### src/rtl/serial_subtractor_pkg.sv
// Shared definitions for the bit-serial subtractor: FSM state encoding and
// the default operand width.
package serial_subtractor_pkg;

    localparam int DEFAULT_WIDTH = 8;

    typedef enum logic [1:0] {
        ST_IDLE = 2'd0,
        ST_RUN  = 2'd1,
        ST_DONE = 2'd2
    } state_t;

endpackage : serial_subtractor_pkg

### src/rtl/full_subtractor.sv
// One-bit full subtractor: X - Y - Bin, giving a difference bit and a borrow out.
module full_subtractor (
    input  logic X,
    input  logic Y,
    input  logic Bin,
    output logic Diff,
    output logic Bo
);

    logic x_xor_y;

    always_comb begin
        x_xor_y = X ^ Y;
        Diff    = x_xor_y ^ Bin;
        Bo      = (~X & Y) | (~x_xor_y & Bin);
    end

endmodule : full_subtractor

### src/rtl/serial_subtractor.sv
// Bit-serial unsigned subtractor: one full-subtractor cell walks the operands
// LSB first over WIDTH cycles and presents D = A-B with its final borrow.
module serial_subtractor
    import serial_subtractor_pkg::*;
#(
    parameter int WIDTH = DEFAULT_WIDTH
) (
    input  logic             clk,
    input  logic             rst,
    input  logic             start,
    input  logic [WIDTH-1:0] A,
    input  logic [WIDTH-1:0] B,
    output logic [WIDTH-1:0] D,
    output logic             Bout,
    output logic             busy,
    output logic             done,
    output logic [1:0]       state_dbg
);

    // Handshake: start is accepted only on an edge where the FSM is in IDLE
    // (busy=0); A and B are captured on that same edge. done is a one-cycle
    // pulse, WIDTH edges after acceptance, during which D/Bout are new; they
    // then hold until the next done or reset. start while busy is dropped.

    localparam int CNT_W = $clog2(WIDTH + 1);

    state_t state, state_nxt;

    logic [WIDTH-1:0] a_sr;
    logic [WIDTH-1:0] b_sr;
    logic [WIDTH-1:0] res_sr;
    logic [WIDTH-1:0] res_next;
    logic             borrow;
    logic [CNT_W-1:0] cnt;
    logic             diff_bit;
    logic             borrow_nxt;
    logic             last_step;

    full_subtractor u_fs (
        .X    (a_sr[0]),
        .Y    (b_sr[0]),
        .Bin  (borrow),
        .Diff (diff_bit),
        .Bo   (borrow_nxt)
    );

    always_comb begin
        last_step = (cnt == CNT_W'(WIDTH - 1));
        res_next  = {diff_bit, res_sr[WIDTH-1:1]};
    end

    // State register
    always_ff @(posedge clk) begin
        if (rst) begin
            state <= ST_IDLE;
        end else begin
            state <= state_nxt;
        end
    end

    // Next-state logic
    always_comb begin
        state_nxt = state;
        case (state)
            ST_IDLE: if (start) state_nxt = ST_RUN;
            ST_RUN:  if (last_step) state_nxt = ST_DONE;
            ST_DONE: state_nxt = ST_IDLE;
            default: state_nxt = ST_IDLE;
        endcase
    end

    // Output logic
    always_comb begin
        busy      = (state == ST_RUN) || (state == ST_DONE);
        done      = (state == ST_DONE);
        state_dbg = state;
    end

    // Datapath: operand shifters, result shifter, borrow and step counter.
    // The final bit is folded into D on the last RUN edge so D is complete
    // in the same cycle done is high.
    always_ff @(posedge clk) begin
        if (rst) begin
            a_sr   <= '0;
            b_sr   <= '0;
            res_sr <= '0;
            borrow <= 1'b0;
            cnt    <= '0;
            D      <= '0;
            Bout   <= 1'b0;
        end else begin
            case (state)
                ST_IDLE: begin
                    if (start) begin
                        a_sr   <= A;
                        b_sr   <= B;
                        res_sr <= '0;
                        borrow <= 1'b0;
                        cnt    <= '0;
                    end
                end
                ST_RUN: begin
                    a_sr   <= a_sr >> 1;
                    b_sr   <= b_sr >> 1;
                    res_sr <= res_next;
                    borrow <= borrow_nxt;
                    cnt    <= cnt + CNT_W'(1);
                    if (last_step) begin
                        D    <= res_next;
                        Bout <= borrow_nxt;
                    end
                end
                default: begin
                end
            endcase
        end
    end

endmodule : serial_subtractor

### config.mk
export PLATFORM = sky130hd
export DESIGN_NAME = serial_subtractor
export DESIGN_NICKNAME = d
export VERILOG_FILES = /design/src/rtl/serial_subtractor_pkg.sv /design/src/rtl/full_subtractor.sv /design/src/rtl/serial_subtractor.sv
export SDC_FILE = /design/constraint.sdc
export NUM_CORES = 1
export LEC_CHECK = 0
export CAP_MARGIN = 0
export CELL_PAD_IN_SITES_DETAIL_PLACEMENT = 1
export CELL_PAD_IN_SITES_GLOBAL_PLACEMENT = 1
export CORE_AREA = 2 2 67 69
export DETAILED_ROUTE_END_ITERATION = 8
export DIE_AREA = 0 0 69 71
export HOLD_SLACK_MARGIN = 0.1
export PLACE_DENSITY_LB_ADDON = 0.3
export SLEW_MARGIN = 5
export SYNTH_ARGS = -nofsm -noshare
export SYNTH_HDL_FRONTEND = slang
export SYNTH_HIERARCHICAL = 1
export SYNTH_SLANG_ARGS = --single-unit
### constraint.sdc
create_clock -name clk -period 2.5 [get_ports clk]
set_input_delay 0.375 -clock clk [delete_from_list [all_inputs] [get_ports clk]]
set_output_delay 0.375 -clock clk [all_outputs]
set_load 0.05 [all_outputs]
==> out/summary.txt <==
DR iter-0 viols - 23
area share of the largest cell type after synthesis - 47.49%
Initial Utilization - 39.11%
Post-route DRC - 0
initial antenna violation count - 0
VDD IR-drop max - 357.6 µV
Core ar. - 4204 µm²
largest net degree at the start of global routing - 40
R2R depth - 6
CTS root buf - clkbuf_8
vias in the first global route - 1,349
Max-Cap Viols - 0
top post-synthesis cells by area - dfxtp_1 47%, mux2i_1 9.1%, a211oi_1 7.3%
Buffers on Ports - 31
Post-synth top cells - 39 x dfxtp_1, 23 x nand2_1, 23 x nor2_1
Async S/R FF share, synth - 0%
Flop pwr share - 47.0%
startpoint types - register
# clock sinks - 39
hpwl dp - 2569 µm
clock buffer count from CTS - 5
Setup-failing EPs final - 0
Post-CTS Hold Fix Bufs - 0
Clock Power Share - 38.2%
Ports - 32
Die W - 69 µm
Critical Path AT - 1.86 ns
Max Freq - 446.9 MHz
CTS tree - yes
CP Max Fanout - 4
# diodes - 0
Synth Flop Type - dfxtp_1
Mapped Cells - 179
slack of the critical path - 0.2624 ns
drt total wl - 3621 µm
Hold Fails Final Rpt - 0
Detail Route Antenna Nets - 0
final non-filler cell total - 261
RSZ-0062 raised after global routing - false
syn_area_per_cell - 9.185 µm²
Tcrit/Tclk final - 89.50%
Internal - 1070 µW
row cnt - 24
P_leak - 0.0007503 µW
Reg2Reg Setup Slack - 0.70 ns
WL per Instance - 13.87 µm
dpl ws - 0.6057 ns
Reg clk slew, reported paths - 0.08 ns
Seq/Total Area, Yosys - 47.49%
Comb pwr share - 14.8%
endpoint type of the worst setup path - primary output
first-pass GRT wire length - 6237 µm
NetSw - 362.6 µW
Final Slew Violations - 0
Via Count - 1,362
Mapped Area - 1644 µm²
Reg2Reg Capture Point - a_sr[3]
pwr dens - 679.8 nW/µm²
worst slew pin tran - 0.5339 ns
status - finished clean
Fin Setup TNS - 0 ns
#FFs+latches synth - 39
fillcell total - 485
Worst Skew - 0.007556 ns
full die area - 4899 µm²
RePlAce Congestion - 0.7418
most common cell in the netlist - dfxtp_1
CP endpoint - busy
Setup CP Type - register to primary output
Synth area leader - dfxtp_1
H-tree depth - 2
gr usage total - 15.47%
Worst Hold Class - register to register
clock tree buffer depth - 2
DIE HEIGHT - 71 µm
Vias/cell - 5.218
Pre-antenna DRT Iters - 4
nets - 232
Crit Reg-Reg Startpoint - state_dbg[1]
number of gates resized after CTS - 0
post-synthesis cell type count - 25
worst endpoint required time - 2.12 ns
grt ovf - 0
Synthesized Nets - 203
Ys Warns - 6
switching share of power - 25.31%
relative max-transition margin - 64.41%
synth-to-layout area growth - 28.16%
placed cell count - 253
minimum clock period - 2.238 ns
fraction of layout cells with a size suffix above 1 - 6.699%
EDFF count, synth - 0
Skew-Pair Late Insertion Delay - 0.29 ns
# Post-CTS Setup Buffers - 0
crit path launch - state_dbg[1]
-- sequential cells by signal, summed over array words and instances (netlist names) --
signal	cells
res_sr	7
b_sr	8
D	8
cnt	4
a_sr	8
Bout	1
state_dbg	2
borrow	1
-- cells by family after synthesis --
| logic type | share of synthesized area (%) |
|---|---|
| and+or+nand+nor | 15.68 |
| DFF | 47.49 |
| buffers and inverters | 5.022 |
| AOI/OAI and AO/OA | 17.73 |
| adders and majority gates | 4.262 |
| muxes | 9.817 |
-- metrics by stage --
stage	instance area, µm²	power [µW]	hold slack [ns]	util [%]
floorplan	1644	832.9	0.4316	-
global placement	1989	889.5	0.4412	47.32
detailed placement	1989	900.8	0.4506	47.32
CTS	2107	1444	0.4578	50.12
global route	2107	1500	0.4820	50.12
finish	2107	1432	0.4582	50.12
-- placed cells by master, fill, tap and decap left out --
| cell | count |
|---|---|
| and4b_1 | 1 |
| a32oi_1 | 9 |
| nand3b_1 | 2 |
| nor2_1 | 23 |
| ha_1 | 4 |
| bufinv_16 | 1 |
| fa_1 | 1 |
| mux2i_1 | 15 |
| o21ba_2 | 1 |
| clkinv_2 | 1 |
| o21ai_0 | 1 |
| buf_4 | 4 |
| a21oi_1 | 13 |
| nand2b_1 | 1 |
| inv_1 | 6 |
| clkbuf_8 | 6 |
| nand2_1 | 23 |
| a31oi_1 | 2 |
| clkdlybuf4s50_1 | 31 |
| nand4b_1 | 2 |
| or4_1 | 1 |
| and3b_1 | 1 |
| a211oi_1 | 16 |
| nand3_1 | 4 |
| dfxtp_1 | 39 |
| mux2_2 | 1 |
-- metal layers --
layer | vias to the layer above | share of wire [%] | track usage (%)
met5 | - | 0 | 0
met4 | 0 | 1.1 | 4.575
met3 | 4 | 3.4 | 3.989
met2 | 23 | 49 | 27.35
met1 | 640 | 46 | 18.55
li1 | 695 | - | -
-- power groups by stage --
stage / Combinational, µW / Clock (µW) / Sequential [µW]
after floorplan: 144 / 0 / 689
after global placement: 204 / 0 / 686
after detailed placement: 213 / 0 / 688
after CTS: 214 / 557 / 673
after global routing: 233 / 588 / 679
final: 212 / 547 / 673
-- how the worst min path moves through the flow --
stage	startpoint	endpoint	slack, ns	depth (start not counted)
finish	D[5]	D[5]	0.46	2
global placement	res_sr[1]	D[0]	0.44	2
global route	Bout	Bout	0.48	2
detailed placement	D[7]	D[7]	0.45	2
floorplan	res_sr[1]	D[0]	0.43	2
CTS	D[7]	D[7]	0.46	2
-- final cells by class --
class / count / area [µm²] / share of cell area (%)
Clock inverter: 2 / 35.03 / 1.663
Tap cell: 52 / 65.06 / 3.088
Inverter: 6 / 22.52 / 1.069
Clock buffer: 6 / 82.58 / 3.919
Timing Repair Buffer: 35 / 340.3 / 16.15
Sequential cell: 39 / 780.7 / 37.05
Multi-Input combinational cell: 121 / 780.7 / 37.05
-- worst max-delay path, cell delays in order, from the launching register on --
cell and delay (ns):
dfxtp_1 0.39, inv_1 0.08, ha_1 0.30, clkdlybuf4s50_1 0.80
Power figures use the tool's default switching activity.
==> RTL edit (same settings) <==
Add an input register stage for `start`, `A` and `B`, without a reset; this delays them by one clock. Comments in the files are not updated.
--- a/src/rtl/serial_subtractor.sv
+++ b/src/rtl/serial_subtractor.sv
@@ -23,6 +23,16 @@
     // then hold until the next done or reset. start while busy is dropped.
 
     localparam int CNT_W = $clog2(WIDTH + 1);
+
+    logic start_q;
+    logic [WIDTH-1:0] A_q;
+    logic [WIDTH-1:0] B_q;
+
+    always_ff @(posedge clk) begin
+        start_q <= start;
+        A_q     <= A;
+        B_q     <= B;
+    end
 
     state_t state, state_nxt;
 
@@ -62,7 +72,7 @@
     always_comb begin
         state_nxt = state;
         case (state)
-            ST_IDLE: if (start) state_nxt = ST_RUN;
+            ST_IDLE: if (start_q) state_nxt = ST_RUN;
             ST_RUN:  if (last_step) state_nxt = ST_DONE;
             ST_DONE: state_nxt = ST_IDLE;
             default: state_nxt = ST_IDLE;
@@ -91,9 +101,9 @@
         end else begin
             case (state)
                 ST_IDLE: begin
-                    if (start) begin
-                        a_sr   <= A;
-                        b_sr   <= B;
+                    if (start_q) begin
+                        a_sr   <= A_q;
+                        b_sr   <= B_q;
                         res_sr <= '0;
                         borrow <= 1'b0;
                         cnt    <= '0;
Function: changed (Yosys sat finds a counterexample within 4 cycles, from zero or initial values and one cycle with rst high).
==> RTL edit against the unedited design <==
Total power increased by 23%. Count of clock-buffer cells in the layout stayed put. Cell area increased by 16%. Fmax decreased by 0.81%. Wire length rose by 18%. Worst setup slack worse by 0.018 ns. Sequential share of layout area is 8.9 points higher. Critical path depth did not move. Core utilization grew 7.9 points. Area after synthesis rose by 21%. Sequential cell count rose by 17. Global-route usage is 3.5 points higher.
==> RTL edit: results <==
group,metric,value,unit
route,wl,4270,um
outcome,status,"complete, no violations",
final_layout,design_area,0.00244,mm2
sta,hold_violations,0,
final_layout,n_fill_cell,466,
placement,post-place-cells,270,
logic_synthesis,synth_nets,220,
placement,post_dp_cell_area,0.00233,mm2
worst_setup_path,arrival,1.88,ns
logic_synthesis,synth.area.top_cells,"dfxtp_1 (56%), mux2i_1 (7.6%), a211oi_1 (6.1%)",
min_path,whs_endpoint,"D[2]",
sta,fin_hold_ws,0.465,ns
clock_network,clock_latency,0.32,ns
route,via_per_inst,5.38,
worst_setup_path,reg2reg_to,"b_sr[2]",
route,vias,1495,
route,m1WireLength,1850,um
worst_setup_path,rr_worst_depth,5,
final_layout,sh_seq_area,0.460,
min_path,hp-start,"D[2]",
placement,dp_hpwl,3020,um
final_layout,area_share_nonclk_buffers,0.140,
final_layout,multi_input_gates,121,
grt,grt_pass1_wl,7470,um
placement,gp_congestion,0.734,
route,met3_length,145,um
clock_network,cts.clk_slew.worst_paths,0.10,ns
logic_synthesis,muxShareOfSynthArea,0.0813,
route,drtIter0Drc,74,
logic_synthesis,synth_compound_area_frac,0.147,
grt,grt_use_met3,0.0427,
logic_synthesis,ys_seq_area_frac,0.565,
logic_synthesis,synth_fa_ha_area_frac,0.0353,
power,p_int,0.00133,W
final_layout,clkCellAreaFrac,0.0441,
clock_network,cts_sinks,56,
clock_network,max-clock-path-buffers,2,
grt,grtUsageMet2,0.324,
worst_setup_path,r2r_setup_slack,0.69,ns
clock_network,cts_buffers,5,
final_layout,nNetsFinal,249,
power,ir_drop,446,uV
worst_setup_path,r2r-start,"state_dbg[0]",
grt,met1_usage,0.235,
logic_synthesis,syn_inst,196,
power,leakagePower,0.888,nW
logic_synthesis,synthTopCellsByCount,"dfxtp_1 (56), nand2_1 (23), nor2_1 (23)",
worst_setup_path,cp_max_fo,3,
grt,grt_usage,0.190,
final_layout,final_layout_size_suffix_gt1_frac,0.0575,
placement,dp_slack,0.591,ns
sta,skew,0.00652,ns
sta,relSlewSlack,0.634,
route,dr_wl_met2,2200,um
grt,grt_pass1_vias,1555,
final_layout,final_core_util,0.580,
## RTL edit: cell count changes after synthesis, sizes merged
cell   before  now
dfxtp      39   56
## RTL edit: critical path, stage by stage (launching register included)
cell	delay (ns)
dfxtp_1	0.38
inv_1	0.09
ha_1	0.29
clkdlybuf4s50_1	0.80
## RTL edit: power by group through the flow
stage               combinational (W)  clock [W]  sequential [W]
floorplan                    0.000144          0        0.000983
global placement             0.000202          0        0.000981
detailed placement           0.000216          0        0.000985
CTS                          0.000216   0.000600        0.000965
global route                 0.000237   0.000642        0.000970
finish                       0.000214   0.000590        0.000964
## RTL edit: how the worst max path moves through the flow
stage / from / endpoint / slack, ns
after global routing: state_dbg[1] / busy / 0.20
after CTS: state_dbg[1] / busy / 0.24
final: state_dbg[0] / busy / 0.24
after global placement: state_dbg[1] / busy / 0.66
after detailed placement: state_dbg[1] / busy / 0.59
after floorplan: state_dbg[0] / cnt[3] / 0.58
